$ cat src/rtl/hash_q_bank.sv
// rtl/hash_q_bank.sv - double-buffered, LFSR-seedable Q-matrix store for the H3 hash datapath
module hash_q_bank #(
    parameter int          KEY_WIDTH   = 32,
    parameter int          INDEX_WIDTH = 12,
    parameter logic [31:0] LFSR_SEED   = 32'hACE1_2468,
    parameter int          ROW_AW      = $clog2(KEY_WIDTH)
) (
    input  logic                             clk,
    input  logic                             rst,
    input  logic                             wr_en,
    input  logic [ROW_AW-1:0]                wr_row,
    input  logic [INDEX_WIDTH-1:0]           wr_data,
    input  logic                             regen_start,
    input  logic [31:0]                      regen_seed,
    input  logic                             commit,
    output logic                             busy,
    output logic                             ready,
    output logic                             regen_done,
    output logic                             wr_err,
    output logic [7:0]                       version,
    output logic [KEY_WIDTH*INDEX_WIDTH-1:0] hash_q_out
);
    localparam logic [31:0]       TAPS      = 32'h8020_0003;
    localparam logic [ROW_AW:0]   ROW_LIMIT = (ROW_AW+1)'(KEY_WIDTH);
    localparam logic [ROW_AW-1:0] LAST_ROW  = ROW_AW'(KEY_WIDTH - 1);

    typedef enum logic [1:0] {S_IDLE, S_GEN, S_COMMIT} state_t;

    state_t                          state;
    state_t                          state_next;
    logic                            init_pending;
    logic [31:0]                     lfsr;
    logic [31:0]                     lfsr_step;
    logic [ROW_AW-1:0]               row_ptr;
    logic [INDEX_WIDTH-1:0]          shadow [KEY_WIDTH];
    logic [INDEX_WIDTH-1:0]          candidate;
    logic                            cand_ok;
    logic                            gen_last;
    logic                            row_in_range;
    logic                            host_wr;
    logic                            idle_regen;
    logic                            idle_commit;
    logic [KEY_WIDTH*INDEX_WIDTH-1:0] bank_next;

    always_comb begin
        lfsr_step    = lfsr[0] ? ((lfsr >> 1) ^ TAPS) : (lfsr >> 1);
        candidate    = lfsr_step[INDEX_WIDTH-1:0];
        cand_ok      = (candidate != '0);
        gen_last     = cand_ok && (row_ptr == LAST_ROW);
        row_in_range = ({1'b0, wr_row} < ROW_LIMIT);
        idle_regen   = (state == S_IDLE) && regen_start;
        idle_commit  = (state == S_IDLE) && commit && !regen_start;
        host_wr      = (state == S_IDLE) && wr_en && row_in_range;

        state_next = state;
        case (state)
            S_IDLE:   if (regen_start) state_next = S_GEN;
            S_GEN:    if (gen_last) state_next = init_pending ? S_COMMIT : S_IDLE;
            S_COMMIT: state_next = S_IDLE;
            default:  state_next = S_IDLE;
        endcase
    end

    // Shadow contents as they will be after this cycle's host write, so an
    // IDLE commit captures a same-cycle write.
    always_comb begin
        bank_next = '0;
        for (int i = 0; i < KEY_WIDTH; i++) begin
            bank_next[i*INDEX_WIDTH +: INDEX_WIDTH] =
                (host_wr && (wr_row == ROW_AW'(i))) ? wr_data : shadow[i];
        end
    end

    always_ff @(posedge clk) begin
        if (rst) begin
            state <= S_GEN;
        end else begin
            state <= state_next;
        end
    end

    always_ff @(posedge clk) begin
        if (rst) begin
            for (int i = 0; i < KEY_WIDTH; i++) shadow[i] <= '0;
            hash_q_out   <= '0;
            busy         <= 1'b1;
            ready        <= 1'b0;
            regen_done   <= 1'b0;
            wr_err       <= 1'b0;
            version      <= 8'd0;
            lfsr         <= LFSR_SEED;
            row_ptr      <= '0;
            init_pending <= 1'b1;
        end else begin
            busy       <= (state_next != S_IDLE);
            regen_done <= (state == S_GEN) && gen_last;
            wr_err     <= wr_en && ((state != S_IDLE) || !row_in_range);

            if (host_wr) shadow[wr_row] <= wr_data;

            // Zero candidates are skipped so no generated row is ever all-zero.
            if (state == S_GEN) begin
                lfsr <= lfsr_step;
                if (cand_ok) begin
                    shadow[row_ptr] <= candidate;
                    if (!gen_last) row_ptr <= row_ptr + 1'b1;
                end
            end

            if (idle_regen) begin
                lfsr    <= (regen_seed == 32'd0) ? LFSR_SEED : regen_seed;
                row_ptr <= '0;
            end

            if ((state == S_COMMIT) || idle_commit) begin
                hash_q_out <= bank_next;
                version    <= version + 8'd1;
                ready      <= 1'b1;
            end

            if (state == S_COMMIT) init_pending <= 1'b0;
        end
    end
endmodule
$ cat config.mk
export PLATFORM = sky130hd
export DESIGN_NAME = hash_q_bank
export DESIGN_NICKNAME = d
export VERILOG_FILES = /design/src/rtl/hash_q_bank.sv
export SDC_FILE = /design/constraint.sdc
export NUM_CORES = 2
export LEC_CHECK = 0
export BUFFER_PORTS_ARGS = -buffer_cell sky130_fd_sc_hd__buf_2
export CORE_MARGIN = 2
export CORE_UTILIZATION = 41
export CTS_CLUSTER_SIZE = 30
export DETAILED_ROUTE_END_ITERATION = 10
export PLACE_DENSITY_LB_ADDON = 0.12
export SYNTH_ARGS = -nofsm -noshare
export SYNTH_HDL_FRONTEND = slang
export SYNTH_SLANG_ARGS = --single-unit
$ cat constraint.sdc
create_clock -name clk -period 4.5 [get_ports clk]
set_clock_uncertainty 0.1 [all_clocks]
set_input_delay 0.45 -clock clk [delete_from_list [all_inputs] [get_ports clk]]
set_output_delay 0.45 -clock clk [all_outputs]
set_load 0.03 [all_outputs]
## After elaboration in Yosys (flattened, before gate mapping)

Memories as Yosys holds them, arrays and structs flattened. A register that Yosys moved wholly into a read port is not among the register bits.
Cells that the tools add are included.

| storage, ports and cells | value |
|---|---|
| bits in registers | 52 |
| bits in writable memories | 384 |
| logic and storage cells | 59 |
| memories | 1 |

Memories:

| memory | depth | width | rd ports | clocked after memory_dff | wr ports | line | source |
|---|---|---|---|---|---|---|---|
| shadow | 32 | 12 | 32 | 32 | 32 | 35 | `logic [INDEX_WIDTH-1:0] shadow [KEY_WIDTH];` |

| operators by class | value |
|---|---|
| add/sub/neg operators | 2 |
| eq/ne operators | 3 |
| multiplexer cells | 23 |
| bitwise logic cells | 2 |
| reduce and logical (&&, ||, !) cells | 19 |

Operators with widths:

| operator | number |
|---|---|
| 32-bit two-way mux | 4 |
| 32-bit zero test | 1 |
| 12-bit two-way mux | 2 |
| 12-bit OR reduction | 2 |
| 12-bit nonzero test | 1 |
| 1-bit two-way mux | 11 |
| 5-bit two-way mux | 2 |
| 8-bit by 1-bit adder with 8-bit output (second input constant) | 1 |
| 1-bit logical AND | 7 |
| 2-bit two-way mux | 3 |
| 2-bit nonzero test | 3 |
| 5-bit by 1-bit adder with 5-bit output (second input constant) | 1 |
| 5-bit equality test (second input constant) | 1 |
| 3-bit inverter with 4-bit output | 1 |
| 2-bit case mux with 2 select lines | 1 |
| 3-bit AND reduction | 1 |
| 2-bit by 1-bit equality test with 1-bit output (second input constant) | 1 |
| 2-bit equality test (second input constant) | 1 |
| 2-bit zero test | 1 |
| 2-bit OR reduction | 1 |
| 1-bit zero test | 1 |
| 1-bit logical OR | 1 |
| 1-bit inverter | 1 |

## Logic depth before layout (Yosys ltp)

| depth | value |
|---|---|
| depth after elaboration | 9 |
| depth in mapped cells | 9 |
| mapped depth without buffers | 7 |

## Worst setup path before layout

Ideal clock, no wire load.

| path | value |
|---|---|
| kind | in2reg |
| start | input port rst |
| end | memory shadow[15][0] (enable) |
| setup time | 0.352 ns |
| arrival | 2.249 ns |
| data required time | 4.048 ns |
| path slack | 1.800 ns |
| cell stages on the path | 7 |
| path buffers | 3 |
| cells stage by stage | buf_2 -> or3b_1 -> buf_2 -> nor2_1 -> a311o_2 -> buf_2 -> or2_1 |

RTL lines:

| what | line | source |
|---|---|---|
| start: declaration | 9 | `input logic rst,` |
| end: declaration | 35 |  |

==> metrics.txt <==
CTS tree=done; count of hold-fix buffers inserted at cts=22; Synth area leader=sky130_fd_sc_hd__edfxtp_1; leakage power=0.0156 uW; number of rows in the core area=106; final weighted congestion in routability-driven placement=0.977; synthesized instance count=3541; commonest cells in the synthesized netlist=sky130_fd_sc_hd__nor2_1 (521), sky130_fd_sc_hd__dfxtp_1 (436), sky130_fd_sc_hd__o21ai_0 (425); die area=86200 sq um; total standard cell area after synthesis=34400 sq um; cell area power density=404 nW/um^2; slowest CP cell=sky130_fd_sc_hd__a41o_1; endpoint class of the critical path=flip-flop; Std-Cell Core Area=83400 sq um; register bit count reported by yosys=820; highest fanout seen on the critical path=13; Synth Warn #=0; most numerous cell in the Yosys netlist=sky130_fd_sc_hd__nor2_1; Reg area=20300 sq um; count of input and output buffers=449; DRT antenna net count=0; worst relative slew slack=5.30%; width of the chip=294 um; endpoint of the most critical setup path=shadow[16][6]; placed cell areas=37600 sq um; combined area of the multi-input logic cells=12700 sq um; cell types occupying the most area after synthesis=sky130_fd_sc_hd__edfxtp_1 (34%), sky130_fd_sc_hd__dfxtp_1 (25%), sky130_fd_sc_hd__o21ai_0 (6.2%); overall fraction of global-route tracks in use=29.7%; count of routing violations after the opening detailed-route iteration=2822; per-cell via count in the routed design=5.84; via count of the first global-routing pass=27.8k; Required @ worst endpoint=4.74 ns; ordered cell list for the critical path=or3b_1 -> a41o_1 -> buf_4 -> a211oi_1 -> buf_4 -> nor2_1 -> nor2_1; number of setup buffers added after CTS=0; cells resized by post-CTS repair=0; final critical delay including setup and external delays=3.99 ns; number of enable-type register cells in the synthesized netlist=384; height of the die=294 um; worst endpoint data arrival time=4.23 ns; peak supply drop=0.000272 V; initial core utilization=41.2%; TritonCTS buffer count=90; clock transition at the registers of the reported paths=0.06 ns; Routed WL=132 mm; count of TritonRoute iterations in the first routing pass=5; Post-route DRC=0; end of the worst register-to-register path=shadow[16][6]; worst hold slack=0.0431 ns; sequential share of the synthesized area=58.9%; reg-to-reg startpoint=state[1]; clock root cell=sky130_fd_sc_hd__clkbuf_16; delay of the slowest critical-path stage=0.99 ns; post-route fraction of the period consumed by the critical path=88.7%; Final Max Slew Viols=0; pin count of the biggest net entering global routing=142; flop2flop setup slack=0.51 ns; area delta synth->final=18.6%; # fillers=7932; upper clock frequency limit=0.250 GHz; Critical Path Source=state[1]; # setup viols final=0; wire length per cell after detailed routing=26.2 um; post-synthesis average cell area=9.71 sq um; final global-route overflow total=0; library cells used by synthesis=75; Fin Setup TNS=0 ns; run status=finished, final reports clean; first-pass GRT wire length=191 mm; vias=29.3k; final-report hold violation count=0; total non-filler cell area in the finished layout=40800 sq um; post-detailed-placement half-perimeter wirelength=86.0 mm; Worst Reg-to-Reg Cells=7; nets in the synthesized netlist=3598; class of the most critical setup path=flip-flop to flip-flop; kind of launch point of the worst setup path=flip-flop; Clk Latency, worst-skew pair=0.64 ns; slew at the pin closest to its max-slew limit=1.42 ns; I/O pin count=450; async set-or-reset flop fraction in the synthesized netlist=0%; worst hold path type=input pin to flip-flop; clock sink count=820; Max Cap Violations=0; clock buffer depth=3; fraction of layout cells with a size suffix above 1=19.4%; Final #Nets=3919; setup repair after global routing missed its margin=no; CTS H-tree depth=3; antenna violations before repair=4; top-area cell type share of the netlist area=33.5%; Top FF cell, synth=sky130_fd_sc_hd__dfxtp_1
power breakdown:
| part | internal (uW) | switching (uW) | total [uW] | leakage (uW) |
|---|---|---|---|---|
| combinational | 225 | 791 | 1020 | 0.00669 |
| clock | 4360 | 3080 | 7440 | 0.00144 |
| sequential | 7970 | 69.7 | 8040 | 0.00749 |
| total | 12600 | 3940 | 16500 | 0.0156 |
sequential cells by signal (all words and copies together) (netlist names):
| signal | count |
|---|---|
| busy | 1 |
| hash_q_out | 384 |
| init_pending | 1 |
| lfsr | 32 |
| ready | 1 |
| regen_done | 1 |
| row_ptr | 5 |
| shadow | 384 |
| state | 2 |
| version | 8 |
| wr_err | 1 |
how the worst min path moves through the flow:
stage | startpoint | to | slack, ns | depth (start not counted)
floorplan | init_pending | init_pending | 0.34 | 1
global placement | hash_q_out[327] | hash_q_out[327] | 0.33 | 2
detailed placement | hash_q_out[242] | hash_q_out[242] | 0.33 | 2
CTS | regen_seed[5] | lfsr[5] | 0.007 | 3
global route | regen_seed[20] | lfsr[20] | 0.03 | 3
finish | regen_seed[5] | lfsr[5] | 0.04 | 3
stage by stage:
| step | worst slack [ns] | utilization (%) | power (uW) | cells |
|---|---|---|---|---|
| after floorplan | 1.80 | - | 8690 | 3541 |
| after global placement | 0.413 | 45.1 | 9170 | 4828 |
| after detailed placement | 0.348 | 45.1 | 9180 | 4828 |
| after CTS | 0.506 | 48.9 | 16600 | 5019 |
| after global routing | 0.344 | 48.9 | 16900 | 5020 |
| final | 0.508 | 48.9 | 16500 | 5022 |
layout make-up:
cell class	instances	share of cell area, %
Sequential cell	820	49.6
Multi-Input combinational cell	2331	31.0
Timing Repair Buffer	593	8.53
Clock buffer	142	6.66
Tap cell	1080	3.31
Clock inverter	27	0.564
Inverter	26	0.239
Antenna cell	3	0.0184
cell usage in the layout (no fill, tap or decap), types with 9 or more instances in the layout:
cell type,n
sky130_fd_sc_hd__a211oi_1,34
sky130_fd_sc_hd__a21oi_1,25
sky130_fd_sc_hd__a221oi_1,22
sky130_fd_sc_hd__a311o_1,15
sky130_fd_sc_hd__a31oi_1,48
sky130_fd_sc_hd__a32o_1,24
sky130_fd_sc_hd__buf_2,448
sky130_fd_sc_hd__buf_4,115
sky130_fd_sc_hd__clkbuf_1,33
sky130_fd_sc_hd__clkbuf_16,97
sky130_fd_sc_hd__clkbuf_8,13
sky130_fd_sc_hd__clkinv_1,10
sky130_fd_sc_hd__clkinv_2,10
sky130_fd_sc_hd__dfxtp_1,436
sky130_fd_sc_hd__dlygate4sd3_1,22
sky130_fd_sc_hd__edfxtp_1,384
sky130_fd_sc_hd__inv_1,26
sky130_fd_sc_hd__nand2_1,392
sky130_fd_sc_hd__nand2b_1,13
sky130_fd_sc_hd__nand3_1,77
sky130_fd_sc_hd__nand4_1,10
sky130_fd_sc_hd__nor2_1,519
sky130_fd_sc_hd__nor3_1,197
sky130_fd_sc_hd__nor3_2,9
sky130_fd_sc_hd__nor3b_1,113
sky130_fd_sc_hd__nor4_1,40
sky130_fd_sc_hd__o211ai_1,22
sky130_fd_sc_hd__o21ai_0,425
sky130_fd_sc_hd__o21ai_1,30
sky130_fd_sc_hd__o221ai_1,64
sky130_fd_sc_hd__o31ai_1,49
sky130_fd_sc_hd__or2_2,10
sky130_fd_sc_hd__or3_1,50
kinds of logic (layout without fill, tap and decap cells):
logic type      count (synthesis)  in the layout  share of synthesized area [%]
fa+ha+maj                       3              3                          0.109
compound gates                823            823                           15.4
flops                         820            820                           58.9
simple gates                 1480           1480                           20.0
xor+xnor                       13             13                          0.353
mux                            12             12                          0.349
buf+inv                       390            788                           4.83
other cells                     0              3                              0
worst max-delay path: cells and delay by family (launching register included):
| family | cells | cell delay, ns |
|---|---|---|
| AO/OA/AOI/OAI | 2 | 1.08 |
| buffers and inverters | 2 | 0.58 |
| flip-flops | 1 | 0.60 |
| AND/OR/NAND/NOR | 3 | 1.32 |
routing by layer:
| layer | part of all wire (%) | track usage [%] | up-vias | wire length, um |
|---|---|---|---|---|
| li1 | - | - | 13361 | - |
| met3 | 7.8 | 5.91 | 218 | 10200 |
| met5 | 0.017 | 0 | - | 22 |
| met2 | 48 | 49.6 | 1139 | 63700 |
| met4 | 3.2 | 9.94 | 4 | 4230 |
| met1 | 41 | 38.6 | 14584 | 53500 |
Power figures use the tool's default switching activity.
